[src/rtl/run_continue_conditioner.sv]
// Conditions the raw Run and Continue pushbuttons for the LC-3 control unit.
// Each button passes through a polarity fix, a two-flop synchroniser and a
// counter-based debounce FSM. The result is a clean level output and a
// one-cycle press pulse per button. The two channels share no state.

// One button channel: synchroniser, debounce FSM and press-pulse generator.
module run_continue_channel #(
  parameter int unsigned DEBOUNCE_CYCLES = 16,
  parameter int unsigned CNT_W           = 20,
  parameter bit          BTN_ACTIVE_LOW  = 1'b0
) (
  input  logic clk,
  input  logic rst_n,
  input  logic btn,
  output logic level,
  output logic pulse
);

  // Bit 1 of the state is the debounced level. Both "held" states have it
  // set, so the level output comes straight from a flop.
  localparam logic [1:0] IDLE         = 2'b00;
  localparam logic [1:0] PRESS_WAIT   = 2'b01;
  localparam logic [1:0] PRESSED      = 2'b10;
  localparam logic [1:0] RELEASE_WAIT = 2'b11;

  localparam logic [CNT_W-1:0] CNT_LAST = CNT_W'(DEBOUNCE_CYCLES - 1);

  logic             sync1;
  logic             sync2;
  logic [1:0]       state;
  logic [CNT_W-1:0] cnt;

  // Fix the polarity and bring the raw pin into the clock domain.
  always_ff @(posedge clk) begin
    if (!rst_n) begin
      sync1 <= 1'b0;
      sync2 <= 1'b0;
    end else begin
      // NOTE: non-blocking assignments make sync2 take the old sync1. That
      // gives two real flop stages. Blocking assignments would collapse them
      // into one.
      sync1 <= btn ^ BTN_ACTIVE_LOW;
      sync2 <= sync1;
    end
  end

  // Debounce FSM. A change is accepted only after the synchronised input
  // has stayed stable for the full count. Any bounce returns the FSM to the
  // last stable state.
  always_ff @(posedge clk) begin
    if (!rst_n) begin
      state <= IDLE;
      cnt   <= '0;
      pulse <= 1'b0;
    end else begin
      pulse <= 1'b0;
      case (state)
        IDLE: begin
          if (sync2) begin
            state <= PRESS_WAIT;
            cnt   <= '0;
          end
        end
        PRESS_WAIT: begin
          if (!sync2) begin
            state <= IDLE;
          end else if (cnt == CNT_LAST) begin
            state <= PRESSED;
            pulse <= 1'b1;
          end else begin
            cnt <= cnt + 1'b1;
          end
        end
        PRESSED: begin
          if (!sync2) begin
            state <= RELEASE_WAIT;
            cnt   <= '0;
          end
        end
        RELEASE_WAIT: begin
          if (sync2) begin
            state <= PRESSED;
          end else if (cnt == CNT_LAST) begin
            state <= IDLE;
          end else begin
            cnt <= cnt + 1'b1;
          end
        end
        default: begin
          state <= IDLE;
          cnt   <= '0;
        end
      endcase
    end
  end

  assign level = state[1];

endmodule

// Top level: two independent, identical button channels.
module run_continue_conditioner #(
  parameter int unsigned DEBOUNCE_CYCLES = 16,
  parameter int unsigned CNT_W           = 20,
  parameter bit          BTN_ACTIVE_LOW  = 1'b0
) (
  input  logic Clk,
  input  logic Reset,
  input  logic run_btn_i,
  input  logic continue_btn_i,
  output logic Run,
  output logic Continue,
  output logic Run_pulse,
  output logic Continue_pulse
);

  run_continue_channel #(
    .DEBOUNCE_CYCLES(DEBOUNCE_CYCLES),
    .CNT_W          (CNT_W),
    .BTN_ACTIVE_LOW (BTN_ACTIVE_LOW)
  ) u_run (
    .clk  (Clk),
    .rst_n(Reset),
    .btn  (run_btn_i),
    .level(Run),
    .pulse(Run_pulse)
  );

  run_continue_channel #(
    .DEBOUNCE_CYCLES(DEBOUNCE_CYCLES),
    .CNT_W          (CNT_W),
    .BTN_ACTIVE_LOW (BTN_ACTIVE_LOW)
  ) u_continue (
    .clk  (Clk),
    .rst_n(Reset),
    .btn  (continue_btn_i),
    .level(Continue),
    .pulse(Continue_pulse)
  );

endmodule

[config.mk]
export PLATFORM = sky130hd
export DESIGN_NAME = run_continue_conditioner
export DESIGN_NICKNAME = d
export VERILOG_FILES = /design/src/rtl/run_continue_conditioner.sv
export SDC_FILE = /design/constraint.sdc
export NUM_CORES = 1
export LEC_CHECK = 0
export CORE_ASPECT_RATIO = 0.5
export CORE_MARGIN = 8
export CORE_UTILIZATION = 65
export CTS_BUF_LIST = sky130_fd_sc_hd__clkbuf_4 sky130_fd_sc_hd__clkbuf_8
export CTS_CLUSTER_DIAMETER = 30
export DETAILED_ROUTE_END_ITERATION = 6
export HOLD_SLACK_MARGIN = 0.15
export MAX_ROUTING_LAYER = met4
export PLACE_DENSITY = 0.81
export SLEW_MARGIN = 20
export SYNTH_ARGS = -nofsm -noshare
export SYNTH_HDL_FRONTEND = slang
export SYNTH_SLANG_ARGS = --single-unit
[constraint.sdc]
create_clock -name Clk -period 4.6 [get_ports Clk]
set_input_delay 0.92 -clock Clk [delete_from_list [all_inputs] [get_ports Clk]]
set_output_delay 0.92 -clock Clk [all_outputs]
set_load 0.01 [all_outputs]
; After elaboration in Yosys (flattened, before gate mapping)
; Cells that the tools add are included.
[word_totals]
register_bits = 50
out_inout_bits = 4
in_bits = 4
elab_cells = 68
[op_classes]
mux = 28
add_sub_neg = 2
reduce_logical = 8
eq_ne = 20
[ops]
columns = operator, n
row1 = two-way mux 20 bit, 10
row2 = one-hot mux 20 bit (4 select lines), 2
row3 = adder 20 x 1 -> 20 bit (second input constant), 2
row4 = == test 20 x 4 -> 1 bit (second input constant), 2
row5 = two-way mux 2 bit, 12
row6 = one-hot mux 2 bit (4 select lines), 2
row7 = AND reduction 4 bit, 4
row8 = == test 2 bit (second input constant), 4
row9 = inequality test 2 x 1 -> 1 bit (second input constant), 4
row10 = inequality test 2 bit (second input constant), 4
row11 = inequality test 3 x 1 -> 1 bit (second input constant), 2
row12 = inequality test 3 bit (second input constant), 2
row13 = AND reduction 3 bit, 2
row14 = == test 2 x 1 -> 1 bit (second input constant), 2
row15 = zero test 2 bit, 2
row16 = two-way mux 1 bit, 2

; Longest topological paths before layout
[depth]
word_depth = 4
mapped_depth = 8
depth_no_buf = 6

; Modules after synthesis
; Synthesis repeated with hierarchy kept, for this count alone.
[hier_totals]
hier_cells = 294
area_unflattened_um2 = 2407.3
[by_module_without_submodules]
columns = module, instances, area_each_um2, seq_area_each_um2, cells_each
row1 = run_continue_channel, 2, 1203.7, 500.5, 147

; Worst setup path after synthesis
; No wires, ideal clock.
[synth_timing]
path_type = input to register
start = input port Reset
end = register u_continue.cnt[11]
arrival_ps = 2012
setup_time_ps = 60
cell_stages = 4
slack_ps = 2529
path_cell_list = o21ai_0 -> dlygate4sd1_1 -> or4_2 -> nand2_1
[synth_rtl]
columns = element, line_no
row1 = start: declaration, 108  ; input logic Reset,
row2 = end signal: assignment, 71  ; cnt <= cnt + 1'b1;
row3 = end signal: assignment, 86  ; cnt <= cnt + 1'b1;
row4 = end: declaration, 31  ; logic [CNT_W-1:0] cnt;

==> run metrics <==
slowest cell on the critical path=clkdlybuf4s50_1; dpl cell area=2574 um^2; Worst path depth=4; Min Clock Period, post-route=2.750 ns; final wirelength=5886 um; Synth area leader=dfxtp_1; hold depth=1; vias in the first global route=1,885; first-pass GRT wire length=9611 um; initial cell density of the core=65.87%; NumNets Final=303; Worst Hold Endpoint=u_run.sync2; CP cell instances=clkdlybuf4s50_1 -> o21ai_1 -> or4_2 -> o21ai_2; Clock Sinks=50; setup bufs post-CTS=0; Max stage delay on crit path=0.81 ns; top post-synthesis cells by area=dfxtp_1 40%, nand3_1 5.6%, nand2_1 3.8%; 1st-iter DRT viols=287; crit end category=register; P_leak=0.001001 uW; largest net degree at the start of global routing=28; Hold Vio Cnt, Final=0; overall global routing resource usage=20.01%; P&R area growth vs syn=8.986%; Data arrival, critical path=3.01 ns; r2r setup slk=2.08 ns; Die X=103.6 um; Die H=59.79 um; GRT Residual Overflow=0; Worst Hold Class=register to register; r2r startpoint=u_continue.cnt[7]; WL/cell=16.72 um; PostCTS Resize Cnt=0; RePlAce Congestion=0.8934; critical path launch point type=input pin; cell with the most instances after synthesis=dfxtp_1; die area=6192 um^2; status=finished clean; cell area after synthesis=2492 um^2; via count=2,237; unrepaired setup endpoints after global routing=false; hold path startpoint=u_run.sync1; # rows=16; Tightest Pin Transition=0.9870 ns; CTS root buf=clkbuf_8; Async SR Flop Fraction=0%; TritonCTS Buffers=5; DRC=0; core area=3784 um^2; sequential area share after synthesis=40.16%; YS warnings=0; H-tree lvl count=2; Unique masters post-synth=48; Clock Skews=0.008557 ns; ys flop type=dfxtp_1; layout cells sized above 1=11.74%; final antenna-violating net count=0; maximum clock rate=363.6 MHz; reg2reg end=u_continue.cnt[1]; Pwr Total=846.2 uW; maximum root-to-sink buffer count=2; CP Class=input pin to register; syn nets=297; initial antenna violation count=0; Post-synth EDFFs=0; hold_buf cts=0; share of the synthesized area in the top cell type=40.16%; Finished Core Util=71.79%; placed cells=344; setup_tns=0 ns; Non-Filler Instances=352; critical path fanouts, max=16; # IOs=8; Via density=6.355; CTS tree=done; DRT Pass-1 Iters=5; Power Density=311.5 nW/um^2; Top Family by Delay on Critical Path=buffers and inverters; Max-Cap Viols=0; Post-synth top cells=50 x dfxtp_1, 28 x nand3_1, 25 x nand2_1; Synth Instances=291; design area=2716 um^2; Max IR drop VDD=204.1 uV; Required @ worst endpoint=4.86 ns; Setup Viol. Count Final=0; I/O Buffers=7; Syn Area/Cell=8.565 um^2; clock transition at the registers of the reported paths=0.09 ns; Slew HR=33.59%; Worst R2R Path Depth=5; hpwl dp=4220 um; diode count=0; final slew viol count=0; final clock period utilization by the worst path=59.79%; #FFs+latches synth=50; Worst-Skew Late Latency=0.31 ns; CP bufs+invs=1
power breakdown:
group | switching, uW | internal (uW) | total, uW | leakage, uW
clock | 151 | 232 | 383 | 0.0000714
combinational | 18.9 | 7.68 | 26.6 | 0.000526
sequential | 1.84 | 435 | 436 | 0.000404
total | 172 | 674 | 846 | 0.00100
registers in the layout (all words and copies together) (netlist names), named ones only:
register,flops
u_run.cnt,20
u_continue.sync1,1
u_continue.pulse,1
u_continue.state,1
u_continue.cnt,20
u_continue.sync2,1
u_run.sync2,1
u_run.sync1,1
u_run.pulse,1
u_run.state,1
final cells by class:
cell class / count / area (um^2)
sequential: 50 / 1001
inverter: 5 / 18.77
multi-input combinational: 227 / 1409
fill: 290 / 1067
clock inverter: 2 / 60.06
tap: 54 / 67.56
timing repair buffer: 8 / 77.57
clock buffer: 6 / 82.58
placed cells by master, fill, tap and decap left out, drive strengths merged, types with 2 or more instances in the layout:
master	Yosys	layout
a211o	5	5
a21o	3	3
a21oi	15	15
and2	6	6
and3	11	11
and4	5	5
bufinv	0	2
clkbuf	5	6
clkdlybuf4s50	0	7
dfxtp	50	50
ha	2	2
inv	5	5
mux2i	3	3
nand2	25	25
nand2b	2	2
nand3	28	28
nand4	12	12
nor2	21	21
nor3	9	9
nor4	13	13
o211ai	6	6
o21ai	15	15
o31ai	2	2
or3	10	10
or4	11	11
xnor2	4	4
xor2	10	10
how the worst max path moves through the flow:
| stage | start | end | slack (ns) |
|---|---|---|---|
| 2_1_floorplan | Reset | u_continue.cnt[11] | 2.53 |
| 3_3_place_gp | Reset | u_continue.cnt[7] | 1.38 |
| 3_5_place_dp | Reset | u_continue.cnt[7] | 1.56 |
| 4_1_cts | Reset | u_continue.cnt[7] | 1.88 |
| 5_1_grt | Reset | u_continue.cnt[7] | 1.76 |
| 6_report | Reset | u_continue.cnt[7] | 1.85 |
kinds of logic after synthesis:
family | after synthesis | synth area share, %
flip-flops | 50 | 40.16
AND/OR/NAND/NOR | 157 | 35.64
adder cells (fa/ha/maj) | 2 | 1.004
AO/OA/AOI/OAI | 50 | 13.30
XOR/XNOR | 14 | 4.919
buffers and inverters | 14 | 3.313
multiplexers | 4 | 1.657
routing by layer:
metal  global-route usage, %  share of wire [%]
met1                   29.83                 54
met2                   24.09                 36
met3                   5.269                8.9
met4                   6.818                1.1
met5                       -                  0
stage by stage:
stage,hold WS [ns],setup WS [ns]
2_1_floorplan,0.4119,2.529
3_3_place_gp,0.4145,1.380
3_5_place_dp,0.4189,1.559
4_1_cts,0.4422,1.879
5_1_grt,0.4650,1.763
6_report,0.4464,1.850
Note: power is estimated with default switching activity, not from simulation.
